--- src/rtl/fetch_stage.sv ---
// Instruction-fetch stage: owns the program counter and the IF/ID pipeline register.
// Combinational instruction memory is addressed by PC and its word is captured on the advancing edge.
module fetch_stage #(
    parameter logic [31:0] RESET_PC   = 32'h0000_0000,
    parameter logic [31:0] IMEM_BYTES = 32'h0000_0400,
    parameter logic [31:0] NOP_WORD   = 32'h0000_0000
) (
    input  logic        clk,
    input  logic        rst_n,
    input  logic        Stall,
    input  logic        BranchTaken,
    input  logic [31:0] BranchTarget,
    output logic [31:0] ImemAddr,
    input  logic [31:0] ImemInstr,
    output logic [31:0] IfIdInstr,
    output logic [31:0] IfIdPcPlus4,
    output logic        IfIdValid,
    output logic        Halted,
    output logic [31:0] FetchCount
);

    typedef enum logic [0:0] {
        RUN  = 1'b0,
        HALT = 1'b1
    } fetch_state_t;

    fetch_state_t state_r;
    fetch_state_t state_s;

    logic [31:0] pc_r;
    logic [31:0] pc_s;
    logic [31:0] ifid_instr_r;
    logic [31:0] ifid_instr_s;
    logic [31:0] ifid_pc4_r;
    logic [31:0] ifid_pc4_s;
    logic        ifid_valid_r;
    logic        ifid_valid_s;
    logic [31:0] fetch_count_r;
    logic [31:0] fetch_count_s;

    logic [31:0] pc_plus4_s;
    logic        in_range_s;
    logic [31:0] redirect_pc_s;

    assign pc_plus4_s    = pc_r + 32'd4;
    assign in_range_s    = (pc_r < IMEM_BYTES);
    // Redirect targets are forced to word alignment.
    assign redirect_pc_s = BranchTarget & ~32'h0000_0003;

    // Next-state and next-register selection; redirect dominates halt, halt dominates stall.
    always_comb begin
        state_s       = state_r;
        pc_s          = pc_r;
        ifid_instr_s  = ifid_instr_r;
        ifid_pc4_s    = ifid_pc4_r;
        ifid_valid_s  = ifid_valid_r;
        fetch_count_s = fetch_count_r;

        if (BranchTaken) begin
            state_s      = RUN;
            pc_s         = redirect_pc_s;
            ifid_instr_s = NOP_WORD;
            ifid_pc4_s   = 32'h0000_0000;
            ifid_valid_s = 1'b0;
        end else begin
            case (state_r)
                HALT: begin
                    ifid_instr_s = NOP_WORD;
                    ifid_pc4_s   = 32'h0000_0000;
                    ifid_valid_s = 1'b0;
                end
                RUN: begin
                    if (Stall) begin
                        state_s = RUN;
                    end else if (in_range_s) begin
                        pc_s          = pc_plus4_s;
                        ifid_instr_s  = ImemInstr;
                        ifid_pc4_s    = pc_plus4_s;
                        ifid_valid_s  = 1'b1;
                        fetch_count_s = fetch_count_r + 32'd1;
                    end else begin
                        state_s      = HALT;
                        ifid_instr_s = NOP_WORD;
                        ifid_pc4_s   = 32'h0000_0000;
                        ifid_valid_s = 1'b0;
                    end
                end
                default: begin
                    state_s      = HALT;
                    ifid_instr_s = NOP_WORD;
                    ifid_pc4_s   = 32'h0000_0000;
                    ifid_valid_s = 1'b0;
                end
            endcase
        end
    end

    // State, PC, IF/ID and fetch counter registers with asynchronous reset.
    always_ff @(posedge clk or negedge rst_n) begin
        if (!rst_n) begin
            state_r       <= RUN;
            pc_r          <= RESET_PC;
            ifid_instr_r  <= NOP_WORD;
            ifid_pc4_r    <= 32'h0000_0000;
            ifid_valid_r  <= 1'b0;
            fetch_count_r <= 32'h0000_0000;
        end else begin
            state_r       <= state_s;
            pc_r          <= pc_s;
            ifid_instr_r  <= ifid_instr_s;
            ifid_pc4_r    <= ifid_pc4_s;
            ifid_valid_r  <= ifid_valid_s;
            fetch_count_r <= fetch_count_s;
        end
    end

    assign ImemAddr    = pc_r;
    assign IfIdInstr   = ifid_instr_r;
    assign IfIdPcPlus4 = ifid_pc4_r;
    assign IfIdValid   = ifid_valid_r;
    assign Halted      = (state_r == HALT);
    assign FetchCount  = fetch_count_r;

endmodule

--- config.mk ---
export PLATFORM = sky130hd
export DESIGN_NAME = fetch_stage
export DESIGN_NICKNAME = d
export VERILOG_FILES = /design/src/rtl/fetch_stage.sv
export SDC_FILE = /design/constraint.sdc
export NUM_CORES = 1
export LEC_CHECK = 0
export ABC_AREA = 1
export CAP_MARGIN = 5
export CORE_ASPECT_RATIO = 2
export CORE_UTILIZATION = 35
export CTS_CLUSTER_SIZE = 24
export DETAILED_ROUTE_END_ITERATION = 10
export GPL_ROUTABILITY_DRIVEN = 0
export PLACE_DENSITY = 0.62
export SETUP_SLACK_MARGIN = 0.15
export SLEW_MARGIN = 30
export SYNTH_ARGS = -nofsm -noshare
export SYNTH_HDL_FRONTEND = slang
export SYNTH_SLANG_ARGS = --single-unit
--- constraint.sdc ---
create_clock -name clk -period 1.8 [get_ports clk]
set_input_delay 0.18 -clock clk [delete_from_list [all_inputs] [get_ports clk]]
set_output_delay 0.18 -clock clk [all_outputs]
set_load 0.05 [all_outputs]
# Word-level counts from Yosys, hierarchy flattened
# Index checks and enable logic that the tools add are counted.
op_classes:
  n_addsub: 2
  mul: 0
  div_mod_pow: 0
  order_cmp: 1
  n_eq_ne: 3
  n_shift: 0
  muxes: 20
  bitwise_logic: 3
  reduce_logical: 3
op_table:
  columns: ["cell", "n"]
  rows:
  - ["$mux W32", 10]
  - ["$pmux W32 S2", 2]
  - ["$add A32 B1 Y32 const B", 1]
  - ["$add A32 B3 Y32 const B", 1]
  - ["$lt A32 B11 Y1 const B", 1]
  - ["$mux W1", 7]
  - ["$reduce_and A4 Y1", 1]
  - ["$ne A3 B3 Y1 const B", 1]
  - ["$not A1 Y1", 3]
  - ["$reduce_and A3 Y1", 1]
  - ["$ne A2 B1 Y1 const B", 1]
  - ["$ne A2 B2 Y1 const B", 1]
  - ["$pmux W1 S2", 1]
  - ["$reduce_bool A2 Y1", 1]
totals:
  reg_bits: 130
  latchBits: 0
  mem_bits_rw: 0
  romBits: 0
  input_bits: 68
  out_inout_bits: 130
  elab_cells: 38
  memories: 0

# Depth between registers and ports, before layout
# Gate-level depths: netlist (run 1).
depth:
  word_depth: 5
  mapped_depth: 10
  mapped_depth_nobuf: 10

# Worst setup path before layout (run 1)
# No wires, ideal clock.
synth_path:
  path_type: "register to register"
  start: "register fetch_count_r[0], in the netlist FetchCount[0]"
  end: "register fetch_count_r[28], in the netlist FetchCount[28]"
  setup_time_ps: 118
  arrival_time_ps: 1822
  t_required_ps: 1682
  path_slack_ps: -140
  path_stages_with_launch: 11
  path_buffers: 0
  synth_period_minus_slack_ps: 1940
  cell_sequence: "dfrtp_1 > ha_1 > inv_1 > nor2_1 > inv_1 > nor2_1 > nand2_1 > nand2_1 > nand2_1 > nand2_2 > nand2_1"
synth_between:
  elab_chain_len: 1
synth_rtl:
  columns: ["item", "line", "source"]
  rows:
  - ["start, declared", "38", "logic [31:0] fetch_count_r;"]
  - ["start signal, assigned", "113", "fetch_count_r <= fetch_count_s;"]
  - ["$add A32 B1 Y32", "80", "fetch_count_s = fetch_count_r + 32'd1;"]
# Every way passes these cells.
# A chain may end at the register's enable or synchronous reset.

# Worst setup path in the final report (run 1)
layout_path:
  start: "register pc_r[10], in the netlist ImemAddr[10]"
  end: "register fetch_count_r[3], in the netlist FetchCount[3]"
layout_between:
  elab_chain_len: 2
layout_rtl:
  columns: ["item", "line", "source"]
  rows:
  - ["start, declared", "30", "logic [31:0] pc_r;"]
  - ["start signal, assigned", "109", "pc_r <= pc_s;"]
  - ["$lt A32 B11 Y1", "46", "assign in_range_s = (pc_r < IMEM_BYTES);"]
  - ["$reduce_and A4 Y1 (no line)", null, null]
# Every way passes these cells.

==> metrics.cfg, run 1 <==
[run_status]
outcome = completed

[logic_synthesis]
synth-seq-cells = 127
yosysMostFrequentCell = nand2_1
synth.distinct_cells = 24
syn_area_um2 = 6000
synth_seq_area_share_pct = 53.0
synth.yosys.warnings = 0
avgSynthCellArea_um2 = 7.62
synth_area_leader_cell = dfrtp_1
yosys-top-cells-count = 403 x nand2_1, 127 x dfrtp_1, 92 x nor2_1
async_flop_share_pct = 100
synth-edff-count = 0
ys_top_cells_by_area = dfrtp_1 53%, nand2_1 25%, nor2_1 5.8%
synth-main-ff-cell = dfrtp_1
synth_top_area_share_pct = 53.0
syn-instance-count = 787

[floorplan]
coreArea_um2 = 16800
die_y_um = 187
row_count = 67
start_util_pct = 35.8
die_w_um = 94.6
ioPinCount = 198
die-area_um2 = 17700

[setup_path]
slowest_delay_ns = 0.43
critPathSlowestCell = dfrtp_2
crit_fanout = 14
endpoint_kind = flip-flop
crit_path_cell_trace = or2_1, nor2_2, nand3_4, nor3_4, buf_12, buf_16, nand2_1, nand2_1
required_ns = 2.14
worst-path-stages = 8
crit_type = flip-flop to flip-flop
ff2ff_path_depth = 8
crit_family = simple AND/OR/NAND/NOR gates
worstPathArrival_ns = 2.00
startpoint_type = flip-flop
path_common_cell = nand2_1
worst-path-buf-inv = 2

[place]
dp_cells = 1184
dp_hpwl_mm = 13.4
port_buffers = 193

[power]
peakVddDrop_mv = 0.712
power_density_nw_per_um2 = 853
p_leak_nw = 4.74
total_power_mw = 7.68

[sta]
tightest_slew_ns = 0.550
rsz0062_at_grt = true
whs_ns = 0.251
finalClockSkew_ns = 0.00746
fmax_mhz = 605
fin_crit_ns = 1.65
post-route-period-util_pct = 91.8
maxSlewViolCount = 0
setup_tns_ns = 0
hold_viol = 0
setup_violations = 0
slew_headroom_pct = 63.5

[drt]
vias_per_cell = 4.62
initialDrtViolationCount = 219
drc = 0
vias = 5672
ant_nets = 0
routedWlPerCell_um = 15.4
first_pass_iters = 5
drt_wl_total_mm = 19.0

[global_routing]
track_usage_pct = 21.7
grt_overflow = 0
grt_max_degree = 44
grt_pass1_vias = 5469
antenna_found_initial = 1
grt_pass1_wl_mm = 28.9

[clock_network]
cts_max_path_buffers = 2
cts.sinks = 127
clkLatencyLatePin_ns = 0.41
tritoncts = done
clk_pin_slew_ns = 0.06
cts_root_buf = clkbuf_16
cts_inserted_buffers = 17
ctsHtreeMaxLevel = 4

[job]
drv_cap = 0

[worst_hold_path]
min_path_type = input port to asynchronous set/reset pin

[finish]
drive_gt1_share_pct = 15.2
final_cells = 1229
fin_nets = 1078
syn_to_final_growth_pct = 50.0
num-fill-cells = 1610

[worst paths after layout]
path	start	slack (ns)	to
setup / recovery	ImemAddr[10]	0.15	FetchCount[3]
hold reg to reg	IfIdInstr[14]	0.47	IfIdInstr[14]
max in group asynchronous	rst_n	0.94	ImemAddr[10]
hold / removal	rst_n	0.25	IfIdPcPlus4[13]
setup reg to reg	ImemAddr[10]	0.15	FetchCount[3]
min in group clk	ImemInstr[10]	0.30	IfIdInstr[10]
[layout by cell type, fill, tap and decap left out, types with 2 or more instances in the layout]
master             n
clkdlybuf4s50_1   64
buf_12             7
clkdlybuf4s15_1    2
dfrtp_1          121
buf_6              2
nand2_1          395
nor2_1            84
buf_8              2
nand4_1            9
dfrtp_2            6
nor2_2             7
bufinv_16          3
clkinv_4           3
buf_4             64
clkbuf_16         22
nand2_4            4
o21ai_1            4
dlygate4sd2_1     81
xor2_1            10
conb_1             2
o21ai_0           15
nor2_4             4
clkinvlp_4         3
inv_1             43
nand2_2           18
nand3b_1          14
clkinv_2           4
xnor2_1            5
nand3_1           12
[through the flow]
stage | setup slack, ns | utilization (%) | cell area, µm²
final | 0.147 | 53.7 | 9000
after global routing | 0.0490 | 53.7 | 9000
after CTS | 0.126 | 52.0 | 8710
after detailed placement | 0.0728 | 49.0 | 8210
after global placement | 0.0992 | 49.0 | 8210
after floorplan | 0.136 | - | 6030
[power breakdown]
part	switching (mW)	total (mW)	internal, mW	leakage [nW]
clock network	1.33	3.51	2.18	0.286
logic	0.718	1.10	0.377	2.75
registers	0.114	3.07	2.96	1.70
total	2.16	7.68	5.51	4.74
[cell families after synthesis]
kind of cell,Yosys count,synth area share [%]
simple gates,550,37.1
buf+inv,72,5.61
compound gates,20,1.71
xor+xnor,15,2.19
fa+ha+maj,2,0.417
flops,127,53.0
other cells,1,0.0625
[per-layer routing]
| layer | vias up | wire [µm] | global-route usage (%) |
|---|---|---|---|
| li1 | 2836 | - | - |
| met1 | 2618 | 6840 | 22.6 |
| met2 | 174 | 10600 | 39.2 |
| met3 | 44 | 731 | 4.19 |
| met4 | 0 | 812 | 12.6 |
| met5 | - | 0 | 0 |
[state kept, by name, summed over array words and instances (netlist names)]
name	flops
IfIdPcPlus4	31
ImemAddr	30
IfIdInstr	32
Halted	1
IfIdValid	1
FetchCount	32
[final cells by class]
cell class,instances,area (µm²),area share [%]
multi-input cells,589,2580,28.7
clock buffers,18,429,4.77
well taps,207,259,2.88
flip-flops and latches,127,3190,35.4
diodes,1,2.50,0.0278
inverters,43,161,1.79
repair buffers,230,2210,24.6
clock inverters,14,168,1.86
[repair_timing]
action | CTS | global route
resized for setup | 85 | 34
setup endpoints to repair | 184 | 104
hold endpoints to repair | 25 | 0
buffers inserted | 0 | 4
hold buffers | 1 | 0
gates cloned | 0 | 7
pin swaps | 0 | 7
Note: power is estimated with default switching activity, not from simulation.
==> run 2, diff against run 1 <==
- CORE_MARGIN: unset -> 2
==> run 2 against run 1 <==
  * Clock power grew 10%
  * Power up 4.5%
  * Combinational power about the same
  * Via count fell by 0.78%
  * Cell count is 0.81% lower
  * Critical path depth unchanged
  * Sequential power about the same
  * Register-to-register slack gained 0.05 ns
  * Fmax grew 3.3%
  * Core utilization decreased by 0.56 points
  * Critical path type unchanged
==> metrics.cfg, run 2 (synthesized netlist as in run 1, its figures left out) <==
[run_status]
outcome = completed  ; unchanged

[drt]
drc = 0  ; unchanged
routedWlPerCell_um = 15.5  ; was 15.4 µm
ant_nets = 0  ; unchanged
initialDrtViolationCount = 177  ; was 219
vias = 5628  ; was 5,672
vias_per_cell = 4.62  ; about the same
first_pass_iters = 4  ; was 5
drt_wl_total_mm = 18.9  ; was 19.0 mm

[finish]
multi_input_area_um2 = 2550  ; was 2580 µm²
num-fill-cells = 1664  ; was 1,610
mostFrequentLayoutCells = 403 x nand2_1, 121 x dfrtp_1, 83 x nor2_1  ; was 395 x nand2_1, 121 x dfrtp_1, 84 x nor2_1
final_common_cell = nand2_1  ; unchanged
syn_to_final_growth_pct = 48.4  ; was 50.0%
design_area_um2 = 8910  ; was 9000 µm²
insertedDiodeCount = 0  ; was 1
fin_nets = 1069  ; was 1,078
regArea_um2 = 3190  ; unchanged
drive_gt1_share_pct = 14.4  ; was 15.2%

[global_routing]
antenna_found_initial = 0  ; was 1
grt_pass1_wl_mm = 29.4  ; was 28.9 mm
track_usage_pct = 21.5  ; was 21.7%
grt_pass1_vias = 5631  ; was 5,469
grt_overflow = 0  ; unchanged
grt_max_degree = 60  ; was 44

[floorplan]
die-area_um2 = 18300  ; was 17,700 µm²
ioPinCount = 198  ; unchanged
row_count = 67  ; unchanged
start_util_pct = 35.8  ; unchanged
die_y_um = 189  ; was 187 µm
die_w_um = 96.6  ; was 94.6 µm
coreArea_um2 = 16800  ; unchanged

[clock_network]
clkLatencyLatePin_ns = 0.42  ; was 0.41 ns
cts_max_path_buffers = 2  ; unchanged
cts_inserted_buffers = 17  ; unchanged
cts.sinks = 127  ; unchanged
cts_root_buf = clkbuf_16  ; unchanged
ctsHtreeMaxLevel = 4  ; unchanged
clk_pin_slew_ns = 0.06  ; about the same
tritoncts = done  ; unchanged

[power]
p_leak_nw = 4.66  ; was 4.74 nW
total_power_mw = 8.02  ; was 7.68 mW
peakVddDrop_mv = 0.786  ; was 0.712 mV
power_density_nw_per_um2 = 901  ; was 853 nW/µm²

[sta]
hold_viol = 0  ; unchanged
fmax_mhz = 625  ; was 605 MHz
rsz0062_at_grt = true  ; unchanged
maxSlewViolCount = 0  ; unchanged
post-route-period-util_pct = 88.9  ; was 91.8%
fin_crit_ns = 1.60  ; was 1.65 ns
tightest_slew_ns = 0.545  ; was 0.550 ns
setup_violations = 0  ; unchanged
finalClockSkew_ns = 0.00887  ; was 0.00746 ns
setup_tns_ns = 0  ; unchanged
slew_headroom_pct = 63.8  ; was 63.5%
fin_ws_ns = 0.199  ; was 0.147 ns

[setup_path]
crit_path_cell_trace = or2_1, nor2_2, nand3_4, nor3_4, buf_12, clkbuf_16, nand2_1, nand2_1  ; was or2_1, nor2_2, nand3_4, nor3_4, buf_12, buf_16, nand2_1, nand2_1
worstPathArrival_ns = 1.96  ; was 2.00 ns
crit_fanout = 14  ; unchanged
required_ns = 2.16  ; was 2.14 ns
crit_type = flip-flop to flip-flop  ; unchanged
path_common_cell = nand2_1  ; unchanged
slowest_delay_ns = 0.43  ; about the same
critPathSlowestCell = dfrtp_2  ; unchanged
crit_family = simple AND/OR/NAND/NOR gates  ; unchanged
endpoint_kind = flip-flop  ; unchanged
worst-path-buf-inv = 2  ; unchanged
startpoint_type = flip-flop  ; unchanged

[place]
place_area_um2 = 8170  ; was 8210 µm²
port_buffers = 193  ; unchanged
dp_hpwl_mm = 13.5  ; was 13.4 mm
pre_cts_ws_ns = 0.0698  ; was 0.0728 ns

[job]
drv_cap = 0  ; unchanged

[worst_hold_path]
min_path_type = input port to asynchronous set/reset pin  ; unchanged

## run 2: final cells by class
| type | count | area share (%) |
|---|---|---|
| clock buffer | 19 | 5.08 |
| clock inverter | 13 | 2.36 |
| inverter | 43 | 1.81 |
| multi-input combinational | 589 | 28.7 |
| sequential | 127 | 35.8 |
| tap | 207 | 2.91 |
| timing repair buffer | 221 | 23.4 |
## run 2: final timing paths
path | startpoint | to | slack [ns] | cells after the start
worst max register to register | ImemAddr[10] | IfIdInstr[23] | 0.20 | 8
worst min-delay path | rst_n | ImemAddr[31] | 0.26 | 2
min in group clk | BranchTarget[11] | ImemAddr[11] | 0.29 | 3
worst min register to register | IfIdInstr[15] | IfIdInstr[15] | 0.47 | 2
worst max-delay path | ImemAddr[10] | IfIdInstr[23] | 0.20 | 8
max in group asynchronous | rst_n | IfIdInstr[30] | 0.85 | 3
## run 2: metal layers
layer	GRT usage (%)	part of all wire, %	vias up
met1	22.3	35	2611
li1	-	-	2817
met4	12.6	5.0	0
met5	0	0	-
met3	4.70	3.8	49
met2	38.3	56	151
## run 2: per-stage QoR
stage | cells | hold WS (ns) | util [%]
floorplan | 788 | -0.116 | -
global placement | 1181 | 0.142 | 48.7
detailed placement | 1181 | 0.151 | 48.7
CTS | 1216 | 0.245 | 52.6
global route | 1219 | 0.264 | 53.1
finish | 1219 | 0.255 | 53.1
## run 2: timing repair
item,4_1_cts,5_1_grt
hold buffers,1,0
endpoints found under the hold margin,26,0
setup buffers,1,1
pin swaps,2,1
cloned,1,2
gates resized for setup,87,16
endpoints found under the setup margin,178,93
## run 2: power breakdown
group          internal (mW)  switching, mW
Combinational          0.364          0.712
Sequential              2.96          0.122
Clock                   2.54           1.33
==> run 3, diff against run 2 <==
==> constraint.sdc (replaced) <==
create_clock -name clk -period 1.8 [get_ports clk]
set_input_delay 0.27 -clock clk [delete_from_list [all_inputs] [get_ports clk]]
set_output_delay 0.27 -clock clk [all_outputs]
set_load 0.05 [all_outputs]
==> run 3 against run 2 <==
  * Global-route usage fell by 0.40 points
  * Final area barely moved
  * Sequential cell count did not move
  * Register-to-register slack got worse by 0.07 ns
  * Sequential power barely moved
  * Routed wire length rose by 0.85%
  * Largest power group unchanged
==> metrics.cfg, run 3 (synthesized netlist as in run 1, its figures left out) <==
[run_status]
outcome = completed  ; unchanged

[drt]
ant_nets = 0  ; unchanged
drc = 0  ; unchanged
routedWlPerCell_um = 15.5  ; about the same
drt_wl_total_mm = 19.1  ; was 18.9 mm
vias_per_cell = 4.58  ; was 4.62
vias = 5614  ; was 5,628
first_pass_iters = 4  ; unchanged
initialDrtViolationCount = 136  ; was 177

[global_routing]
grt_overflow = 0  ; unchanged
antenna_found_initial = 0  ; unchanged
track_usage_pct = 21.1  ; was 21.5%
grt_pass1_vias = 5512  ; was 5,631
grt_max_degree = 43  ; was 60
grt_pass1_wl_mm = 28.8  ; was 29.4 mm

[setup_path]
r2r_start = ImemAddr[16]  ; was ImemAddr[10]
cp-startpoint = ImemAddr[16]  ; was ImemAddr[10]
crit_type = flip-flop to flip-flop  ; unchanged
ff2ff_path_depth = 9  ; was 8
slowest_delay_ns = 0.40  ; was 0.43 ns
critPathSlowestCell = dfrtp_1  ; was dfrtp_2
crit_fanout = 8  ; was 14
worstPathArrival_ns = 2.03  ; was 1.96 ns
r2r-end = FetchCount[23]  ; was IfIdInstr[23]
endpoint_kind = flip-flop  ; unchanged
path_common_cell = nand2_1  ; unchanged
required_ns = 2.16  ; about the same
r2r_setup_slack_ns = 0.13  ; was 0.20 ns
startpoint_type = flip-flop  ; unchanged
cp-endpoint = FetchCount[23]  ; was IfIdInstr[23]
crit_path_cell_trace = nor2_2, nand2_1, nor2_2, nand3_4, nor3_4, buf_6, clkbuf_16, nand2_1, nand2_1  ; was or2_1, nor2_2, nand3_4, nor3_4, buf_12, clkbuf_16, nand2_1, nand2_1

[place]
dp_hpwl_mm = 13.7  ; was 13.5 mm
dp_cells = 1183  ; was 1,181
port_buffers = 193  ; unchanged

[job]
drv_cap = 0  ; unchanged

[finish]
final_cells = 1227  ; was 1,219
fin_nets = 1077  ; was 1,069
drive_gt1_share_pct = 21.3  ; was 14.4%
syn_to_final_growth_pct = 48.3  ; was 48.4%
insertedDiodeCount = 0  ; unchanged
final_common_cell = nand2_1  ; unchanged
mostFrequentLayoutCells = 395 x nand2_1, 128 x buf_4, 121 x dfrtp_1  ; was 403 x nand2_1, 121 x dfrtp_1, 83 x nor2_1

[power]
seq_power_share_pct = 38.7  ; was 38.4%
peakVddDrop_mv = 0.751  ; was 0.786 mV
power_density_nw_per_um2 = 895  ; was 901 nW/µm²
swShare_pct = 27.1  ; was 27.0%
share_comb_of_total_power_pct = 14.1  ; was 13.4%
p_sw_mw = 2.16  ; was 2.17 mW
clkPwrFrac_pct = 47.2  ; was 48.2%
p_int_mw = 5.80  ; was 5.86 mW
p_leak_nw = 4.61  ; was 4.66 nW

[sta]
tightest_slew_ns = 0.518  ; was 0.545 ns
finalClockSkew_ns = 0.0108  ; was 0.00887 ns
fmax_mhz = 598  ; was 625 MHz
maxSlewViolCount = 0  ; unchanged
slew_headroom_pct = 65.6  ; was 63.8%
rsz0062_at_grt = true  ; unchanged
setup_violations = 0  ; unchanged
fin_crit_ns = 1.67  ; was 1.60 ns
setup_tns_ns = 0  ; unchanged
hold_viol = 0  ; unchanged
post-route-period-util_pct = 92.9  ; was 88.9%

[clock_network]
ctsHtreeMaxLevel = 4  ; unchanged
tritoncts = done  ; unchanged
cts_root_buf = clkbuf_16  ; unchanged
cts_inserted_buffers = 17  ; unchanged
clk_pin_slew_ns = 0.06  ; about the same
clkLatencyLatePin_ns = 0.42  ; about the same
cts.sinks = 127  ; unchanged
cts_max_path_buffers = 2  ; unchanged

[floorplan]
ioPinCount = 198  ; unchanged
start_util_pct = 35.8  ; unchanged
coreArea_um2 = 16800  ; unchanged
die-area_um2 = 18300  ; unchanged
row_count = 67  ; unchanged
die_y_um = 189  ; unchanged
die_w_um = 96.6  ; unchanged

[worst_hold_path]
min_path_type = input port to asynchronous set/reset pin  ; unchanged

run 3: cell count changes in the layout (fill, tap and decap cells not counted), sizes merged:
cell,previous run,this run
inv,44,46
buf,76,138
clkdlybuf4s15,3,2
bufinv,5,4
clkinv,5,3
dlygate4sd2,74,20
clkbuf,22,24
run 3: critical path: cells and delay by family (launching register included):
kind	cells	cell delay, ns
simple gates	7	0.85
flops	1	0.40
buf+inv	2	0.35
run 3: per-stage QoR:
stage	worst slack (ns)	cell area [µm²]	hold WS, ns	utilization (%)	total power [mW]
after floorplan	0.136	6030	-0.0256	-	3.72
after global placement	0.0848	8060	0.248	48.1	4.24
after detailed placement	0.0390	8060	0.247	48.1	4.25
after CTS	0.144	8710	0.340	52.0	8.04
after global routing	0.0586	8900	0.379	53.1	8.27
final	0.128	8900	0.350	53.1	7.96
run 3: worst min-delay path by stage:
stage               startpoint        endpoint  slack, ns
floorplan                rst_n   FetchCount[0]      -0.03
global placement         rst_n  IfIdPcPlus4[2]       0.25
detailed placement       rst_n    ImemAddr[31]       0.25
CTS                      rst_n    ImemAddr[31]       0.34
global route             rst_n    ImemAddr[31]       0.38
finish                   rst_n    ImemAddr[31]       0.35
run 3: final cells by class:
type | count | area, µm²
clock buffer | 20 | 467
clock inverter | 12 | 180
fill | 1649 | 7870
inverter | 43 | 161
multi-input combinational | 589 | 2580
sequential | 127 | 3190
tap | 207 | 259
timing repair buffer | 229 | 2070
run 3: what timing repair did:
item,in CTS,in global routing
setup buffers,0,7
endpoints found under the hold margin,23,0
setup endpoints to repair,108,103
hold buffers,1,0
cloned,0,4
resized for setup,29,21
pin swaps,1,10
run 3: power groups by stage:
stage          combinational (mW)  clock [mW]  sequential (mW)
3_5_place_dp                 1.11           0             3.13
2_1_floorplan               0.254           0             3.46
3_3_place_gp                 1.11           0             3.13
4_1_cts                      1.11        3.84             3.08
5_1_grt                      1.21        3.96             3.10
6_report                     1.12        3.76             3.09
run 3: per-layer routing:
layer,GRT usage (%),up-vias,part of all wire (%)
li1,-,2838,-
met1,21.8,2592,36
met2,38.7,150,57
met3,3.98,34,3.3
met4,11.1,0,3.6
met5,0,-,0
